[config.mk]
export PLATFORM = sky130hd
export DESIGN_NAME = mac_seq_ctrl
export DESIGN_NICKNAME = d
export VERILOG_FILES = /design/src/rtl/mac_pkg.sv /design/src/rtl/mac_skew.sv /design/src/rtl/mac_seq_ctrl.sv
export SDC_FILE = /design/constraint.sdc
export NUM_CORES = 1
export LEC_CHECK = 0
export BUFFER_PORTS_ARGS = -buffer_cell sky130_fd_sc_hd__buf_2
export CAP_MARGIN = 5
export CELL_PAD_IN_SITES_DETAIL_PLACEMENT = 1
export CELL_PAD_IN_SITES_GLOBAL_PLACEMENT = 1
export CORE_AREA = 3 3 141 143
export CTS_CLUSTER_SIZE = 12
export DETAILED_ROUTE_END_ITERATION = 12
export DIE_AREA = 0 0 144 146
export PLACE_DENSITY_LB_ADDON = 0.2
export SLEW_MARGIN = 15
export SYNTH_ARGS = -nofsm -noshare
export SYNTH_HDL_FRONTEND = slang
export SYNTH_HIERARCHICAL = 1
export SYNTH_SLANG_ARGS = --single-unit
[constraint.sdc]
create_clock -name clk -period 5.5 [get_ports clk]
set_input_delay 1.1 -clock clk [delete_from_list [all_inputs] [get_ports clk]]
set_output_delay 1.1 -clock clk [all_outputs]
set_load 0.05 [all_outputs]
[src/rtl/mac_pkg.sv]
// Shared constants and types for the MAC sequencer: array geometry, lane width
// and the controller state encoding.
package mac_pkg;

  localparam int ARR_N  = 4;
  localparam int LANE_W = 8;
  localparam int BUS_W  = ARR_N * LANE_W;
  localparam int ROW_W  = $clog2(ARR_N);

  typedef enum logic [1:0] {
    S_IDLE,
    S_LOAD_W,
    S_STREAM,
    S_DRAIN
  } state_t;

  // Byte j of a bus sits at the most-significant end for j = 0.
  function automatic logic [LANE_W-1:0] lane_byte(input logic [BUS_W-1:0] bus, input int j);
    return bus[BUS_W-1-LANE_W*j -: LANE_W];
  endfunction

endpackage

[src/rtl/mac_skew.sv]
// Input skew delay line: lane j delays its byte and valid by j+1 cycles so the
// array sees a diagonal wavefront.
module mac_skew
  import mac_pkg::*;
(
  input  logic             clk,
  input  logic             rst,
  input  logic             in_valid,
  input  logic [BUS_W-1:0] in_data,
  output logic [BUS_W-1:0] out_data,
  output logic [ARR_N-1:0] out_valid,
  output logic             pending
);

  logic [ARR_N-1:0] lane_pending;

  for (genvar j = 0; j < ARR_N; j++) begin : g_lane
    logic [LANE_W-1:0] dq [j+1];
    logic [j:0]        vq;

    // Bubbles carry zero data so idle columns present a clean zero byte.
    always_ff @(posedge clk or posedge rst) begin
      if (rst) begin
        for (int k = 0; k <= j; k++) dq[k] <= '0;
        vq <= '0;
      end else begin
        dq[0] <= in_valid ? lane_byte(in_data, j) : '0;
        vq[0] <= in_valid;
        for (int k = 1; k <= j; k++) begin
          dq[k] <= dq[k-1];
          vq[k] <= vq[k-1];
        end
      end
    end

    assign out_data[BUS_W-1-LANE_W*j -: LANE_W] = dq[j];
    assign out_valid[j]    = vq[j];
    assign lane_pending[j] = |vq;
  end

  assign pending = |lane_pending;

endmodule

[src/rtl/mac_seq_ctrl.sv]
// Job sequencer for a 4x4 MAC array: loads four weight rows, streams activation
// vectors through the skew line, then waits for every row to report all results.
module mac_seq_ctrl
  import mac_pkg::*;
#(
  parameter int CNT_W    = 8,
  parameter int DRAIN_TO = 64
) (
  input  logic             clk,
  input  logic             rst,
  input  logic             start,
  input  logic [CNT_W-1:0] vec_cnt,
  output logic             busy,
  output logic             done,
  output logic             err,
  input  logic             w_valid,
  output logic             w_ready,
  input  logic [BUS_W-1:0] w_data,
  input  logic             a_valid,
  output logic             a_ready,
  input  logic [BUS_W-1:0] a_data,
  output logic             w_load,
  output logic [ROW_W-1:0] wrow,
  output logic [BUS_W-1:0] wdata,
  output logic [BUS_W-1:0] idata,
  output logic [ARR_N-1:0] icol_valid,
  input  logic [ARR_N-1:0] arr_ovalid
);

  localparam int TO_W = $clog2(DRAIN_TO + 1);

  state_t           state, state_nxt;
  logic [CNT_W-1:0] vcnt_q, vec_q, vec_inc;
  logic [CNT_W-1:0] res_q [ARR_N];
  logic [ROW_W-1:0] row_q;
  logic [TO_W-1:0]  to_q;
  logic             accept, w_hs, a_hs, counting;
  logic             all_rows, overflow, pending, complete, expire;

  assign accept   = (state == S_IDLE) && start;
  assign w_hs     = (state == S_LOAD_W) && w_valid;
  assign a_hs     = (state == S_STREAM) && a_valid;
  assign counting = (state == S_STREAM) || (state == S_DRAIN);
  assign vec_inc  = vec_q + 1'b1;

  assign busy    = (state != S_IDLE);
  assign w_ready = (state == S_LOAD_W);
  assign a_ready = (state == S_STREAM);

  always_comb begin
    all_rows = 1'b1;
    overflow = 1'b0;
    for (int r = 0; r < ARR_N; r++) begin
      if (res_q[r] != vcnt_q) all_rows = 1'b0;
      if (counting && arr_ovalid[r] && (res_q[r] == vcnt_q)) overflow = 1'b1;
    end
  end

  // Completion wins over a coinciding timeout, so expire only raises ERR alone.
  assign complete = (state == S_DRAIN) && all_rows && !pending;
  assign expire   = (state == S_DRAIN) && (arr_ovalid == '0) && (to_q == TO_W'(DRAIN_TO - 1));

  always_ff @(posedge clk or posedge rst) begin
    if (rst) state <= S_IDLE;
    else     state <= state_nxt;
  end

  always_comb begin
    state_nxt = state;
    case (state)
      S_IDLE:   if (start) state_nxt = S_LOAD_W;
      S_LOAD_W: if (w_hs && (row_q == ROW_W'(ARR_N - 1)))
                  state_nxt = (vcnt_q == '0) ? S_DRAIN : S_STREAM;
      S_STREAM: if (a_hs && (vec_inc == vcnt_q)) state_nxt = S_DRAIN;
      S_DRAIN:  if (complete || expire) state_nxt = S_IDLE;
      default:  state_nxt = S_IDLE;
    endcase
  end

  always_ff @(posedge clk or posedge rst) begin
    if (rst) begin
      vcnt_q <= '0;
      vec_q  <= '0;
      row_q  <= '0;
      w_load <= 1'b0;
      wrow   <= '0;
      wdata  <= '0;
    end else begin
      w_load <= w_hs;
      if (accept) begin
        vcnt_q <= vec_cnt;
        vec_q  <= '0;
        row_q  <= '0;
      end else begin
        if (w_hs) begin
          wrow  <= row_q;
          wdata <= w_data;
          row_q <= row_q + 1'b1;
        end
        if (a_hs) vec_q <= vec_inc;
      end
    end
  end

  // Per-row result counters saturate at the job length; extra results flag ERR.
  always_ff @(posedge clk or posedge rst) begin
    if (rst) begin
      for (int r = 0; r < ARR_N; r++) res_q[r] <= '0;
      err  <= 1'b0;
      done <= 1'b0;
    end else begin
      done <= complete || expire;
      if (accept) begin
        for (int r = 0; r < ARR_N; r++) res_q[r] <= '0;
        err <= 1'b0;
      end else begin
        if (overflow || (expire && !complete)) err <= 1'b1;
        if (counting) begin
          for (int r = 0; r < ARR_N; r++)
            if (arr_ovalid[r] && (res_q[r] != vcnt_q)) res_q[r] <= res_q[r] + 1'b1;
        end
      end
    end
  end

  always_ff @(posedge clk or posedge rst) begin
    if (rst)                                       to_q <= '0;
    else if ((state != S_DRAIN) || (arr_ovalid != '0)) to_q <= '0;
    else                                           to_q <= to_q + 1'b1;
  end

  mac_skew u_skew (
    .clk       (clk),
    .rst       (rst),
    .in_valid  (a_hs),
    .in_data   (a_data),
    .out_data  (idata),
    .out_valid (icol_valid),
    .pending   (pending)
  );

endmodule

; After elaboration in Yosys (flattened, before gate mapping)
; Index checks and enable logic that the tools add are counted.
[word_totals]
ff_bits = 186
elab_cells = 134
input_bits = 81
out_inout_bits = 76
[op_classes]
n_mux = 31
add_sub_neg = 7
bitwise = 1
eq_ne = 19
n_reduce_logical = 48
[ops]
columns = op, count
row1 = $mux W8, 10
row2 = $mux W32, 2
row3 = $add A8 B1 Y8 const B, 5
row4 = $eq A8 B8 Y1, 5
row5 = $ne A8 B8 Y1, 4
row6 = $logic_and A1 B1 Y1, 22
row7 = $reduce_bool A2 Y1, 9
row8 = $mux W2, 6
row9 = $mux W1, 11
row10 = $reduce_and A2 Y1, 5
row11 = $reduce_or A10 Y1, 1
row12 = $logic_not A8 Y1, 1
row13 = $pmux W2 S4, 1
row14 = $add A7 B1 Y7 const B, 1
row15 = $eq A7 B6 Y1 const B, 1
row16 = $mux W7, 1
row17 = $eq A2 B2 Y1 const B, 3
row18 = $ne A2 B1 Y1 const B, 3
row19 = $logic_not A4 Y1, 1
row20 = $logic_or A1 B1 Y1, 4
row21 = $ne A2 B2 Y1 const B, 2
row22 = $reduce_and A4 Y1, 1
row23 = $reduce_bool A4 Y1, 1
row24 = $add A2 B1 Y2 const B, 1
row25 = 4 further kinds, 5

; Longest topological paths before layout
[depth]
ltp_word = 12
depth_mapped = 9
ltp_nobuf = 9

; Modules after synthesis
; The synthesis kept the hierarchy.
[modules_own_cells]
columns = module, cells_each, area_per_inst_um2, instances
row1 = mac_seq_ctrl, 455, 4890.9, 1
row2 = mac_skew, 146, 2516.2, 1

; Worst setup path after synthesis
; No wires, ideal clock.
[synth_path]
path_type = input to register
start = input port arr_ovalid[1]
end = register state[1]
n_path_buf = 0
required_ns = 5.372
t_arrival_ns = 2.555
slack_ns = 2.818
path_stages = 6
path_cell_list = nor4_2 nand2_2 or3_4 a21bo_1 a21oi_2 mux2_1
[synth_between]
elab_chain_cells = 6
[synth_rtl]
columns = element, line
row1 = start: declaration, mac_seq_ctrl.sv:27  ; input logic [ARR_N-1:0] arr_ovalid
row2 = $logic_not A4 Y1, mac_seq_ctrl.sv:61  ; assign expire = (state == S_DRAIN) && (arr_ovalid == '0) && (to_q == TO_W'(DRAIN_TO - 1));
row3 = $logic_and A1 B1 Y1 (2 in a row), mac_seq_ctrl.sv:61
row4 = $logic_or A1 B1 Y1, mac_seq_ctrl.sv:75  ; S_DRAIN: if (complete || expire) state_nxt = S_IDLE;
row5 = $ne A2 B1 Y1 (no source line), -
row6 = $reduce_and A4 Y1 (no source line), -
row7 = end signal: assignment, mac_seq_ctrl.sv:65  ; else state <= state_nxt;
row8 = end: declaration, mac_seq_ctrl.sv:32  ; state_t state, state_nxt;
; No other way between the ends.
; A chain may end at the register's enable or synchronous reset.

; Worst setup path after layout
[layout_path]
start = register state[0]
end = register state[1]
[layout_between]
word_cells_on_any_way = 19
cone_classes = 7 x eq/ne / 1 x mux / 11 x reduce/logical
[layout_rtl]
columns = element, line
row1 = $eq A2 B2 Y1, mac_seq_ctrl.sv:42  ; assign a_hs = (state == S_STREAM) && a_valid;
row2 = $logic_and A1 B1 Y1, mac_seq_ctrl.sv:42
row3 = via a_hs, mac_seq_ctrl.sv:37  ; logic accept, w_hs, a_hs, counting;
row4 = $logic_and A1 B1 Y1, mac_seq_ctrl.sv:74  ; S_STREAM: if (a_hs && (vec_inc == vcnt_q)) state_nxt = S_DRAIN;
row5 = $ne A2 B1 Y1 (no source line), -
row6 = $reduce_and A4 Y1 (no source line), -
; The timed path passes the listed nets, and every way through them passes these cells.

==> metrics <==
number of rows in the core area 50; Routed Wire Length between 15 and 20 mm; leading cell types in the layout, fill and taps excluded sky130_fd_sc_hd__dfrtp_1, sky130_fd_sc_hd__buf_2, sky130_fd_sc_hd__nor2_1; P&R area growth vs syn 19.24%; outcome finished, final reports clean; transition at the pin with the smallest max-transition slack 959.3 ps; width of the die 144 um; number of hold-repair buffers added at the cts stage 0; final number of max-transition violations 0; initial antenna violation count 0; TritonCTS clock tree built; Post-Synthesis Net Count between 600 and 700; total negative slack for setup checks 0 ps; end-of-flow core utilization 47.22%; clock insertion delay at the later pin of the skew report 430 ps; count of different cell masters after synthesis 51; cell area after technology mapping approximately 7400 um^2; total core area 18710 um^2; most common cell after layout, fill and taps aside sky130_fd_sc_hd__dfrtp_1; classification of the worst-slack hold path register to register; Final Setup Violations 0; Vert. Die Dim between 100 and 150 um; initial standard-cell utilization of the core around 40%; H-Tree Depth 4; Critical-path top delay cell sky130_fd_sc_hd__clkinv_1; per-cell via count in the routed design 4.915; setup repair after global routing missed its margin false; CTS clk-pin slew, worst paths 70 ps; part of the cycle the worst path needs 54.80%; count of flip-flops with a built-in enable after synthesis 0; kind of launch point of the worst setup path register; number of register bits inferred by synthesis 180; most used flip-flop cell after synthesis sky130_fd_sc_hd__dfrtp_1; weighted congestion reported at the end of routability-driven placement 0.7791; pre-CTS worst setup slack 2151 ps; biggest fanout along the worst timing path between 40 and 50; gate count of the mapped netlist 601; # clock sinks 180; Clock Root Buffer sky130_fd_sc_hd__clkbuf_16; critical path data required time 5800 ps; endpoint class of the critical path register; remaining design rule violation count 0; leakage component of the power 4.437 nW; synthesis warning total 6; DR pass1 iterations 5; Longest Clk Path Bufs 2; max-cap violation count 0; Synth Area per Inst 12.32 um^2; sequential cell area fraction in the yosys report slightly above 60%; critical path class register to register; normalized max-slew margin between 30% and 40%; total via count in the routed design between 4000 and 5000; cell area power density 567.5 nW/um^2; share of final-layout standard cells stronger than drive strength 1 29.66%; number of clock buffers inserted by TritonCTS 17; aggregate global-route resource usage 16.81%; largest net degree at the start of global routing 56; post-CTS setup buffers 0; async set or reset register ratio after synthesis 100.0%; clock period minus final worst setup slack 3014 ps; sum of overflow across all layers after global routing 0; number of primary I/O pins roughly 160; antenna cells 0; post-DR wirelength/cell between 15 and 20 um; clk_skew 13.98 ps; stage delay of the slowest cell on the critical path 770 ps; number of hold-slack violations in the final timing report 0; Arr. time, crit path 3320 ps; worst vdd rail ir drop 0.0002273 V; highest attainable clock frequency roughly 330 MHz; die outline area between 20000 and 25000 um^2; hpwl dp 12.18 mm; top cells by area in the synthesized netlist sky130_fd_sc_hd__dfrtp_1, sky130_fd_sc_hd__xnor2_1, sky130_fd_sc_hd__xor2_1, sky130_fd_sc_hd__buf_4, sky130_fd_sc_hd__mux2_1; post-route setup slack 2486 ps; cell chain of the critical path inv_1, ha_1, nand2_1, clkinv_1, nand3_1, a211oi_1, o211ai_1, a21oi_2, mux2_1; port bufs 156; top-area cell type share of the netlist area 60.81%; largest area contributor in the synthesized netlist sky130_fd_sc_hd__dfrtp_1; number of instances resized during post-cts repair 0; first-pass GRT wire length 27.84 mm; Detail Route Antenna Nets 0; count of routing violations after the opening detailed-route iteration 213; vias in the first global route 5292; number of nets in the final layout 825
[power breakdown]
group          internal, mW  leakage, nW  switching, mW
clock                 0.625        0.297          0.612
sequential             1.63         2.39          0.298
combinational         0.583         1.75           1.26
[cell type report]
class | instances | area, um^2
flip-flops and latches | 180 | 4504
well taps | 234 | 292.8
clock buffers | 17 | 425.4
inverters | 15 | 58.81
fillers | 2013 | 9873
repair buffers | 160 | 810.8
clock inverters | 15 | 202.7
multi-input cells | 358 | 2537
[cell families after synthesis]
family	Yosys count	synth area share, %
mux	39	5.862
simple gates	197	13.63
fa+ha+maj	12	2.027
xor+xnor	82	9.696
buf+inv	63	4.966
compound gates	28	3.007
flops	180	60.81
[worst paths after layout]
check,start,endpoint,slack [ps],cells after the start
setup / recovery,state[0],state[1],2490,9
setup reg to reg,state[0],state[1],2490,9
min in group asynchronous,rst,u_skew/g_lane[2].dq[22],690,2
max in group asynchronous,rst,vec_q[0],3540,3
hold / removal,u_skew/g_lane[1].dq[8],u_skew/out_data[16],350,0
hold reg to reg,u_skew/g_lane[1].dq[8],u_skew/out_data[16],350,0
[registers in the layout, indices dropped and copies added (netlist names)]
register          cells
vcnt_q                8
to_q                  7
state                 2
u_skew/g_lane.vq      4
row_q                 2
vec_q                 8
done                  1
res_q                32
u_skew/out_data      24
err                   1
w_load                1
wrow                  2
u_skew/g_lane.dq     56
wdata                32
[worst max-delay path: cells and delay by family (launching register included)]
family,cells,cell delay (ps)
AO/OA/AOI/OAI,3,430
multiplexers,1,330
flip-flops,1,420
buffers and inverters,2,880
adder cells (fa/ha/maj),1,350
AND/OR/NAND/NOR,2,470
[per-layer routing]
| metal | vias to the layer above | global-route usage [%] | wire length [um] |
|---|---|---|---|
| met3 | 26 | 3.122 | 591 |
| met2 | 101 | 30.14 | 9094 |
| met5 | - | 0 | 0 |
| met4 | 0 | 5.744 | 306 |
| li1 | 2227 | - | - |
| met1 | 2458 | 19.97 | 7036 |
[Yosys cell counts, drive strengths merged, types with 2 or more instances]
| cell type | number |
|---|---|
| nand2 | 45 |
| or3 | 3 |
| nor3 | 4 |
| a2bb2oi | 2 |
| and2 | 35 |
| a211oi | 2 |
| and3 | 11 |
| buf | 40 |
| ha | 12 |
| nand3 | 9 |
| clkbuf | 8 |
| inv | 14 |
| xnor2 | 43 |
| xor2 | 39 |
| mux2i | 4 |
| nor2 | 53 |
| and4 | 2 |
| nand4 | 20 |
| dfrtp | 180 |
| nor4 | 9 |
| mux2 | 35 |
| a21oi | 7 |
| o21ai | 4 |
| nor2b | 2 |
[per-stage QoR]
stage	cells	power (mW)	hold slack (ps)	area, um^2
2_1_floorplan	601	3.363	331.2	7407
3_3_place_gp	947	3.739	332.0	8204
3_5_place_dp	947	3.828	335.8	8204
4_1_cts	979	5.085	352.7	8832
5_1_grt	979	5.310	344.1	8832
6_report	979	5.012	351.0	8832
No activity file was read; power rests on OpenSTA's default activity.
